`config.mk`:
```
export PLATFORM = sky130hd
export DESIGN_NAME = spi_slave_sync_flat
export DESIGN_NICKNAME = d
export VERILOG_FILES = /design/src/rtl/spi_pkg.sv /design/src/rtl/spi_slave_sync_if.sv /design/src/rtl/spi_sync_edge.sv /design/src/rtl/spi_slave_sync.sv /design/src/flat_wrapper.sv
export SDC_FILE = /design/constraint.sdc
export NUM_CORES = 1
export LEC_CHECK = 0
export CORE_MARGIN = 1
export CORE_UTILIZATION = 40
export CTS_CLUSTER_DIAMETER = 200
export DETAILED_ROUTE_END_ITERATION = 10
export PLACE_DENSITY_LB_ADDON = 0.3
export SYNTH_ARGS = -nofsm -noshare
export SYNTH_HDL_FRONTEND = slang
export SYNTH_SLANG_ARGS = --single-unit
```
`constraint.sdc`:
```
create_clock -name clk -period 1.47 [get_ports clk]
set_clock_uncertainty 0.05 [all_clocks]
set_input_delay 0.294 -clock clk [delete_from_list [all_inputs] [get_ports clk]]
set_output_delay 0.294 -clock clk [all_outputs]
set_load 0.02 [all_outputs]
```
`src/rtl/spi_pkg.sv`:
```
// spi_pkg: shared constants, FSM state type and SCK edge-role selection for
// the oversampled SPI slave (spi_slave_sync) and its synchroniser.
package spi_pkg;

    // Depth of the metastability synchroniser on every SPI pin.
    localparam int unsigned SYNC_STAGES = 2;

    typedef enum logic {
        IDLE   = 1'b0,
        ACTIVE = 1'b1
    } state_t;

    // Which synchronised SCK transition samples SIMO and which advances SOMI.
    typedef struct packed {
        logic sample_on_rise;
        logic shift_on_rise;
    } edge_sel_t;

    // Leading edge is the move away from CPOL; CPHA=0 samples on it,
    // CPHA=1 samples on the return to CPOL. Shifting uses the other edge.
    function automatic edge_sel_t edge_sel(input logic cpol, input logic cpha);
        edge_sel_t sel;
        sel.sample_on_rise = cpha ? cpol : ~cpol;
        sel.shift_on_rise  = ~sel.sample_on_rise;
        return sel;
    endfunction

endpackage

```
`src/rtl/spi_slave_sync_if.sv`:
```
// spi_slave_sync_if: word-level side of the SPI slave.
//   tx_data/tx_valid/tx_ready : transmit holding-register handshake
//   rx_data/rx_valid          : received word and its one-cycle strobe
// Modport slave is the SPI block, master is the register/command logic.
interface spi_slave_sync_if #(
    parameter int unsigned WIDTH = 8
) ();

    logic [WIDTH-1:0] tx_data;
    logic             tx_valid;
    logic             tx_ready;
    logic [WIDTH-1:0] rx_data;
    logic             rx_valid;

    modport slave (
        input  tx_data,
        input  tx_valid,
        output tx_ready,
        output rx_data,
        output rx_valid
    );

    modport master (
        output tx_data,
        output tx_valid,
        input  tx_ready,
        input  rx_data,
        input  rx_valid
    );

endinterface

```
`src/rtl/spi_sync_edge.sv`:
```
// spi_sync_edge: SYNC_STAGES-deep synchroniser followed by an edge-detect
// flop. level, rise and fall are all registered and mutually aligned, three
// clk cycles after the pin.
//   clk, rst  : system clock, synchronous active-high reset
//   din       : asynchronous pin
//   level     : synchronised pin level
//   rise/fall : one-cycle pulses, asserted in the cycle level changes
module spi_sync_edge
    import spi_pkg::*;
#(
    parameter bit RESET_VAL = 1'b0
) (
    input  logic clk,
    input  logic rst,
    input  logic din,
    output logic level,
    output logic rise,
    output logic fall
);

    logic [SYNC_STAGES-1:0] sync_q;

    // Synchroniser chain plus edge detector; reset to the pin's idle level so
    // leaving reset never produces a spurious edge.
    always_ff @(posedge clk) begin
        if (rst) begin
            sync_q <= {SYNC_STAGES{RESET_VAL}};
            level  <= RESET_VAL;
            rise   <= 1'b0;
            fall   <= 1'b0;
        end else begin
            sync_q <= {sync_q[SYNC_STAGES-2:0], din};
            level  <= sync_q[SYNC_STAGES-1];
            rise   <= sync_q[SYNC_STAGES-1] & ~level;
            fall   <= ~sync_q[SYNC_STAGES-1] & level;
        end
    end

endmodule

```
`src/rtl/spi_slave_sync.sv`:
```
// spi_slave_sync: SPI slave with all pins oversampled in the clk domain.
//   clk, rst      : system clock (>= 8x SCK), synchronous active-high reset
//   SCK, SIMO, CS : SPI pins from the master (CS active low)
//   SOMI          : slave-out data, MSB first
//   bus           : spi_slave_sync_if.slave (tx holding register, rx strobe)
//   busy          : synchronised CS asserted
//   frame_err     : partial-word / underrun pulse, only when
//                   SPI_SLAVE_FRAME_ERR_EN is defined
// Parameters: WIDTH (4..32), CPOL, CPHA.
module spi_slave_sync
    import spi_pkg::*;
#(
    parameter int unsigned WIDTH = 8,
    parameter bit          CPOL  = 1'b0,
    parameter bit          CPHA  = 1'b0
) (
    input  logic             clk,
    input  logic             rst,
    input  logic             SCK,
    input  logic             SIMO,
    input  logic             CS,
    output logic             SOMI,
    spi_slave_sync_if.slave  bus,
    output logic             busy
`ifdef SPI_SLAVE_FRAME_ERR_EN
    ,
    output logic             frame_err
`endif
);

    localparam int unsigned     CNT_W = $clog2(WIDTH);
    localparam logic [CNT_W-1:0] LAST = CNT_W'(WIDTH - 1);
    localparam edge_sel_t       SEL   = edge_sel(CPOL, CPHA);

    logic sck_level, sck_rise, sck_fall;
    logic cs_level, cs_rise, cs_fall;
    logic simo_level, simo_rise, simo_fall;

    state_t             state;
    logic [CNT_W-1:0]   cnt;
    logic [WIDTH-2:0]   rx_shift;
    logic [WIDTH-1:0]   rx_data_q;
    logic               rx_valid_q;
    logic [WIDTH-1:0]   tx_shift;
    logic [WIDTH-1:0]   hold_data;
    logic               tx_ready_q;
    logic               somi_q;

    logic               sample_edge_c;
    logic               shift_edge_c;
    logic               word_done_c;
    logic [WIDTH-1:0]   load_word_c;
    logic [CNT_W-1:0]   cnt_next_c;
    logic               err_partial_c;
    logic               err_underrun_c;

    spi_sync_edge #(.RESET_VAL(CPOL)) u_sck (
        .clk   (clk),
        .rst   (rst),
        .din   (SCK),
        .level (sck_level),
        .rise  (sck_rise),
        .fall  (sck_fall)
    );

    spi_sync_edge #(.RESET_VAL(1'b1)) u_cs (
        .clk   (clk),
        .rst   (rst),
        .din   (CS),
        .level (cs_level),
        .rise  (cs_rise),
        .fall  (cs_fall)
    );

    spi_sync_edge #(.RESET_VAL(1'b0)) u_simo (
        .clk   (clk),
        .rst   (rst),
        .din   (SIMO),
        .level (simo_level),
        .rise  (simo_rise),
        .fall  (simo_fall)
    );

    // Only the SCK/CS edges and the SIMO level are consumed.
    logic unused_edges;
    assign unused_edges = sck_level | cs_level | simo_rise | simo_fall;

    // Edge roles, word boundary and the word the transmit register would load.
    always_comb begin
        sample_edge_c = SEL.sample_on_rise ? sck_rise : sck_fall;
        shift_edge_c  = SEL.shift_on_rise  ? sck_rise : sck_fall;
        word_done_c   = (state == ACTIVE) && sample_edge_c && (cnt == LAST);
        load_word_c   = tx_ready_q ? '0 : hold_data;
        cnt_next_c    = cnt;
        if (sample_edge_c) begin
            cnt_next_c = word_done_c ? '0 : cnt + CNT_W'(1);
        end
        // Counter value after this cycle's sample decides whether CS rising
        // abandons a partial word.
        err_partial_c  = (state == ACTIVE) && cs_rise && (cnt_next_c != '0);
        err_underrun_c = word_done_c && tx_ready_q;
    end

    // Frame FSM with shift registers, holding register and registered outputs.
    always_ff @(posedge clk) begin
        if (rst) begin
            state      <= IDLE;
            cnt        <= '0;
            rx_shift   <= '0;
            rx_data_q  <= '0;
            rx_valid_q <= 1'b0;
            tx_shift   <= '0;
            hold_data  <= '0;
            tx_ready_q <= 1'b1;
            somi_q     <= 1'b0;
            busy       <= 1'b0;
        end else begin
            rx_valid_q <= 1'b0;

            // A write needs an empty register and a load needs a full one, so
            // a write never collides with a load in the same cycle.
            if (bus.tx_valid && tx_ready_q) begin
                hold_data  <= bus.tx_data;
                tx_ready_q <= 1'b0;
            end

            case (state)
                IDLE: begin
                    cnt    <= '0;
                    somi_q <= 1'b0;
                    busy   <= 1'b0;
                    if (cs_fall) begin
                        state <= ACTIVE;
                        busy  <= 1'b1;
                        if (!tx_ready_q) begin
                            tx_ready_q <= 1'b1;
                        end
                        // CPHA=0 drives the MSB before the first SCK edge;
                        // CPHA=1 waits for the first leading edge.
                        if (CPHA) begin
                            tx_shift <= load_word_c;
                        end else begin
                            tx_shift <= load_word_c << 1;
                            somi_q   <= load_word_c[WIDTH-1];
                        end
                    end
                end

                ACTIVE: begin
                    // tx_shift keeps the next bit to present in its MSB.
                    if (shift_edge_c) begin
                        somi_q   <= tx_shift[WIDTH-1];
                        tx_shift <= tx_shift << 1;
                    end
                    if (sample_edge_c) begin
                        rx_shift <= {rx_shift[WIDTH-3:0], simo_level};
                        cnt      <= cnt_next_c;
                        if (word_done_c) begin
                            rx_data_q  <= {rx_shift, simo_level};
                            rx_valid_q <= 1'b1;
                            tx_shift   <= load_word_c;
                            if (!tx_ready_q) begin
                                tx_ready_q <= 1'b1;
                            end
                        end
                    end
                    // Completion above is kept even when CS rises this cycle.
                    if (cs_rise) begin
                        state  <= IDLE;
                        busy   <= 1'b0;
                        cnt    <= '0;
                        somi_q <= 1'b0;
                    end
                end

                default: state <= IDLE;
            endcase
        end
    end

    assign SOMI         = somi_q;
    assign bus.tx_ready = tx_ready_q;
    assign bus.rx_data  = rx_data_q;
    assign bus.rx_valid = rx_valid_q;

`ifdef SPI_SLAVE_FRAME_ERR_EN
    // One-cycle pulse for a dropped partial word or a reload underrun.
    always_ff @(posedge clk) begin
        if (rst) begin
            frame_err <= 1'b0;
        end else begin
            frame_err <= err_partial_c | err_underrun_c;
        end
    end
`else
    logic unused_err;
    assign unused_err = err_partial_c | err_underrun_c;
`endif

endmodule

```
`src/flat_wrapper.sv`:
```
// flat-port wrapper written by rule: the top's interface ports become plain ports
module spi_slave_sync_flat import spi_pkg::*;
#(
    parameter int unsigned WIDTH = 8,
    parameter bit          CPOL  = 1'b0,
    parameter bit          CPHA  = 1'b0
)
  (clk, rst, SCK, SIMO, CS, SOMI, busy, bus_tx_data, bus_tx_valid, bus_tx_ready, bus_rx_data, bus_rx_valid);
  spi_slave_sync_if #(.WIDTH(WIDTH)) bus_i ();
  input  logic clk;
  input  logic rst;
  input  logic SCK;
  input  logic SIMO;
  input  logic CS;
  output logic SOMI;
  output logic busy;
  input wire logic [$bits(bus_i.tx_data)-1:0] bus_tx_data;
  input wire logic [$bits(bus_i.tx_valid)-1:0] bus_tx_valid;
  output wire logic [$bits(bus_i.tx_ready)-1:0] bus_tx_ready;
  output wire logic [$bits(bus_i.rx_data)-1:0] bus_rx_data;
  output wire logic [$bits(bus_i.rx_valid)-1:0] bus_rx_valid;
  assign bus_i.tx_data = bus_tx_data;
  assign bus_i.tx_valid = bus_tx_valid;
  assign bus_tx_ready = bus_i.tx_ready;
  assign bus_rx_data = bus_i.rx_data;
  assign bus_rx_valid = bus_i.rx_valid;
  spi_slave_sync #(.WIDTH(WIDTH), .CPOL(CPOL), .CPHA(CPHA)) u_core (.clk(clk), .rst(rst), .SCK(SCK), .SIMO(SIMO), .CS(CS), .SOMI(SOMI), .bus(bus_i), .busy(busy));
endmodule
```
==> impl_metrics.csv <==
group,metric,value,unit
clock_tree,path_clk_slew,90,ps
synth,syn_area_per_cell,8.95,µm²
die,dieWidth,73.6,µm
timing,setup_viol,0,
critical_path,slowest_delay,320,ps
clock_tree,cts_buffer_depth,2,
route,drtAntennaViolNets,0,
global_route,grt_pass1_wl,6.64,mm
flow_run,cap_violations,0,
pwr,total_power,0.00249,W
critical_path,worstPathRequired,1610,ps
die,die-area,0.00541,mm²
critical_path,crit_buf_inv,0,
timing,tightest_slew,387,ps
critical_path,cp.arrival,1540,ps
timing,maxSlewViolCount,0,
critical_path,reg2reg_slack,70,ps
timing,finalCritPeriodShare,94.9,%
synth,ys_seq_elements,52,
critical_path,slowest_stage,"dfxtp_1",
critical_path,path_delay_family,"adder cells",
route,drcViolationCount,0,
placement,gp_congestion,0.760,
status,outcome,"finished clean",
placement,dp_hpwl,2.63,mm
route,dr.pass1.iters,5,
clock_tree,cts-buffers-inserted,5,
die,num_io_pins,26,
synth,synth_nets,245,
finish,post-route-util,53.8,%
critical_path,cp-end-kind,"flop",
critical_path,worstSetupPathType,"flop to flop",
route,drtIter0Drc,47,
clock_tree,htree_levels,2,
synth,synth_cells,229,
timing,fmax,717,MHz
critical_path,path_cells,"ha_1 -> ha_4 -> and3_4 -> a211oi_2 -> o32ai_2",
timing,finalHoldViolCount,0,
placement,placed_area,0.00244,mm²
critical_path,cp_max_fo,4,
route,wirelength,3.85,mm
synth,netlist_area,0.00205,mm²
clock_tree,cts_root_buf,"clkbuf_8",
hold_path,hold_path_class,"flop to flop",
finish,syn2layout_area_growth,26.4,%
placement,placedCellCount,323,
route,wl_per_cell,11.7,µm
critical_path,start_kind,"flop",
synth,synth_cell_type_count,30,
die,core,0.00482,mm²
finish,stdcell_area,0.00259,mm²
route,vias,1627,
timing,min_period,1400,ps
timing,rsz0062_at_grt,"false",
die,num_rows,25,
finish,fillerInstances,479,
finish,instances_no_fill,330,
clock_tree,cts.sinks,52,
timing,setup_tns,0,ps
global_route,grt_use_total,16.1,%
global_route,antenna_found_initial,0,
synth,yosysSeqAreaShare,50.8,%
route,vias_per_cell,4.93,
synth,yosysWarningCount,0,
die,dieHeight,73.6,µm
timing,maxSlewHeadroom,74.2,%
pwr,ir_worst_vdd,0.615,mV
finish,num_antenna_cells,0,
pwr,p_per_area,960,mW/mm²
clock_tree,clk_latency,300,ps
die,initial_core_util,42.5,%
finish,nets,279,
global_route,grt-ovfl-total,0,
global_route,grt_max_degree,19,
pwr,power_leakage,0.981,nW
placement,io_buffers,25,
global_route,grt_pass1_vias,1455,
finish,final_layout_size_suffix_gt1_share,15.6,%
clock_tree,cts_tree,"done",
-- Yosys cell counts --
cell type  count  area, µm²
a311oi_1       2       17.5
o21a_1         1       7.51
mux2i_1        8       80.1
a21oi_1       26        130
or2_2          4       25.0
a2bb2oi_1      1       8.76
buf_2          6       30.0
clkbuf_1       3       11.3
o31ai_1        1       7.51
nand3_2        1       10.0
nand2b_1       5       31.3
o32ai_1        6       52.6
o22ai_1        1       6.26
buf_6          1       11.3
a211oi_1       6       45.0
and3_1         2       12.5
nand3_1       15       75.1
and2_1         1       6.26
dfxtp_1       52       1040
nand2_1       37        139
nor2b_1       23        144
a31o_2         1       8.76
nor3_1         3       15.0
ha_1           2       25.0
buf_1          1       3.75
inv_1          4       15.0
nor3b_1        3       22.5
mux2_2         1       11.3
nor2_1         9       33.8
buf_4          3       22.5
-- layout by cell type (no fill, tap or decap), types with 2 or more instances in the layout --
cell type,count
a211oi_2,6
a21oi_1,26
a311oi_1,2
buf_4,14
clkbuf_8,7
clkdlybuf4s50_1,13
dfxtp_1,52
dlygate4sd2_1,12
inv_1,4
mux2i_1,8
nand2_1,36
nand2b_1,5
nand3_1,15
nor2_1,9
nor2b_1,23
nor3_1,3
nor3b_1,3
o32ai_1,5
or2_2,4
-- through the flow --
step | setup WS, ps | hold slack, ps
CTS | 9.82 | 363
finish | 74.9 | 361
global route | 4.38 | 385
global placement | -57.5 | 342
detailed placement | -114 | 343
floorplan | 18.0 | 333
-- where the power goes --
group | leakage [nW] | internal [W] | switching, W
logic | 0.508 | 0.0000863 | 0.0000881
registers | 0.422 | 0.00144 | 0.0000167
clock network | 0.0503 | 0.000420 | 0.000436
total | 0.981 | 0.00195 | 0.000540
-- final cells by class --
class | instances | area [µm²] | area share [%]
clock buffer | 7 | 96.3 | 3.72
tap | 67 | 83.8 | 3.24
inverter | 4 | 15.0 | 0.580
sequential | 52 | 1040 | 40.2
timing repair buffer | 41 | 372 | 14.3
multi-input combinational | 159 | 982 | 37.9
-- registers in the layout, summed over array words and instances (netlist names) --
| register | count |
|---|---|
| u_core.u_cs.fall | 1 |
| u_core.cnt | 3 |
| u_core.u_sck.fall | 1 |
| u_core.u_cs.level | 1 |
| u_core.u_sck.rise | 1 |
| u_core.bus.rx_valid | 1 |
| u_core.hold_data | 8 |
| u_core.busy | 1 |
| u_core.u_cs.sync_q | 2 |
| u_core.tx_shift | 8 |
| u_core.u_sck.sync_q | 2 |
| u_core.u_simo.sync_q | 2 |
| u_core.u_sck.level | 1 |
| u_core.bus.rx_data | 8 |
| u_core.u_simo.level | 1 |
| u_core.rx_shift | 7 |
| u_core.u_cs.rise | 1 |
| u_core.bus.tx_ready | 1 |
| u_core.SOMI | 1 |
| u_core.state | 1 |
-- worst register-to-register path: stages, from the launching register on --
cell      delay (ps)
dfxtp_1          320
ha_1             220
ha_4             180
and3_4           200
a211oi_2         220
o32ai_2          110
-- per-layer routing --
metal  GRT usage [%]  part of all wire (%)  wire [µm]
met1            20.4                    49       1880
met2            26.1                    46       1790
met3            4.53                   3.2        124
met4            5.77                   1.4         54
met5               0                     0          0
-- kinds of logic (layout without fill, tap and decap cells) --
family | count (synthesis) | count (layout) | synth area share [%]
AND/OR/NAND/NOR | 103 | 103 | 25.1
adder cells (fa/ha/maj) | 2 | 2 | 1.22
multiplexers | 9 | 9 | 4.46
AO/OA/AOI/OAI | 45 | 45 | 13.9
flip-flops | 52 | 52 | 50.8
buffers and inverters | 18 | 52 | 4.58
-- final timing paths --
check / from / to / depth (start not counted)
setup / recovery: u_core.cnt[0] / u_core.tx_shift[2] / 5
hold / removal: u_core.u_cs.sync_q[0] / u_core.u_cs.sync_q[1] / 1
setup reg to reg: u_core.cnt[0] / u_core.tx_shift[2] / 5
hold reg to reg: u_core.u_cs.sync_q[0] / u_core.u_cs.sync_q[1] / 1
-- timing repair --
item	in CTS	in global routing
buffers inserted	0	0
pin swaps	0	1
hold buffers	0	0
gates resized for setup	15	12
setup endpoints to repair	18	17
Note: power is estimated with default switching activity, not from simulation.
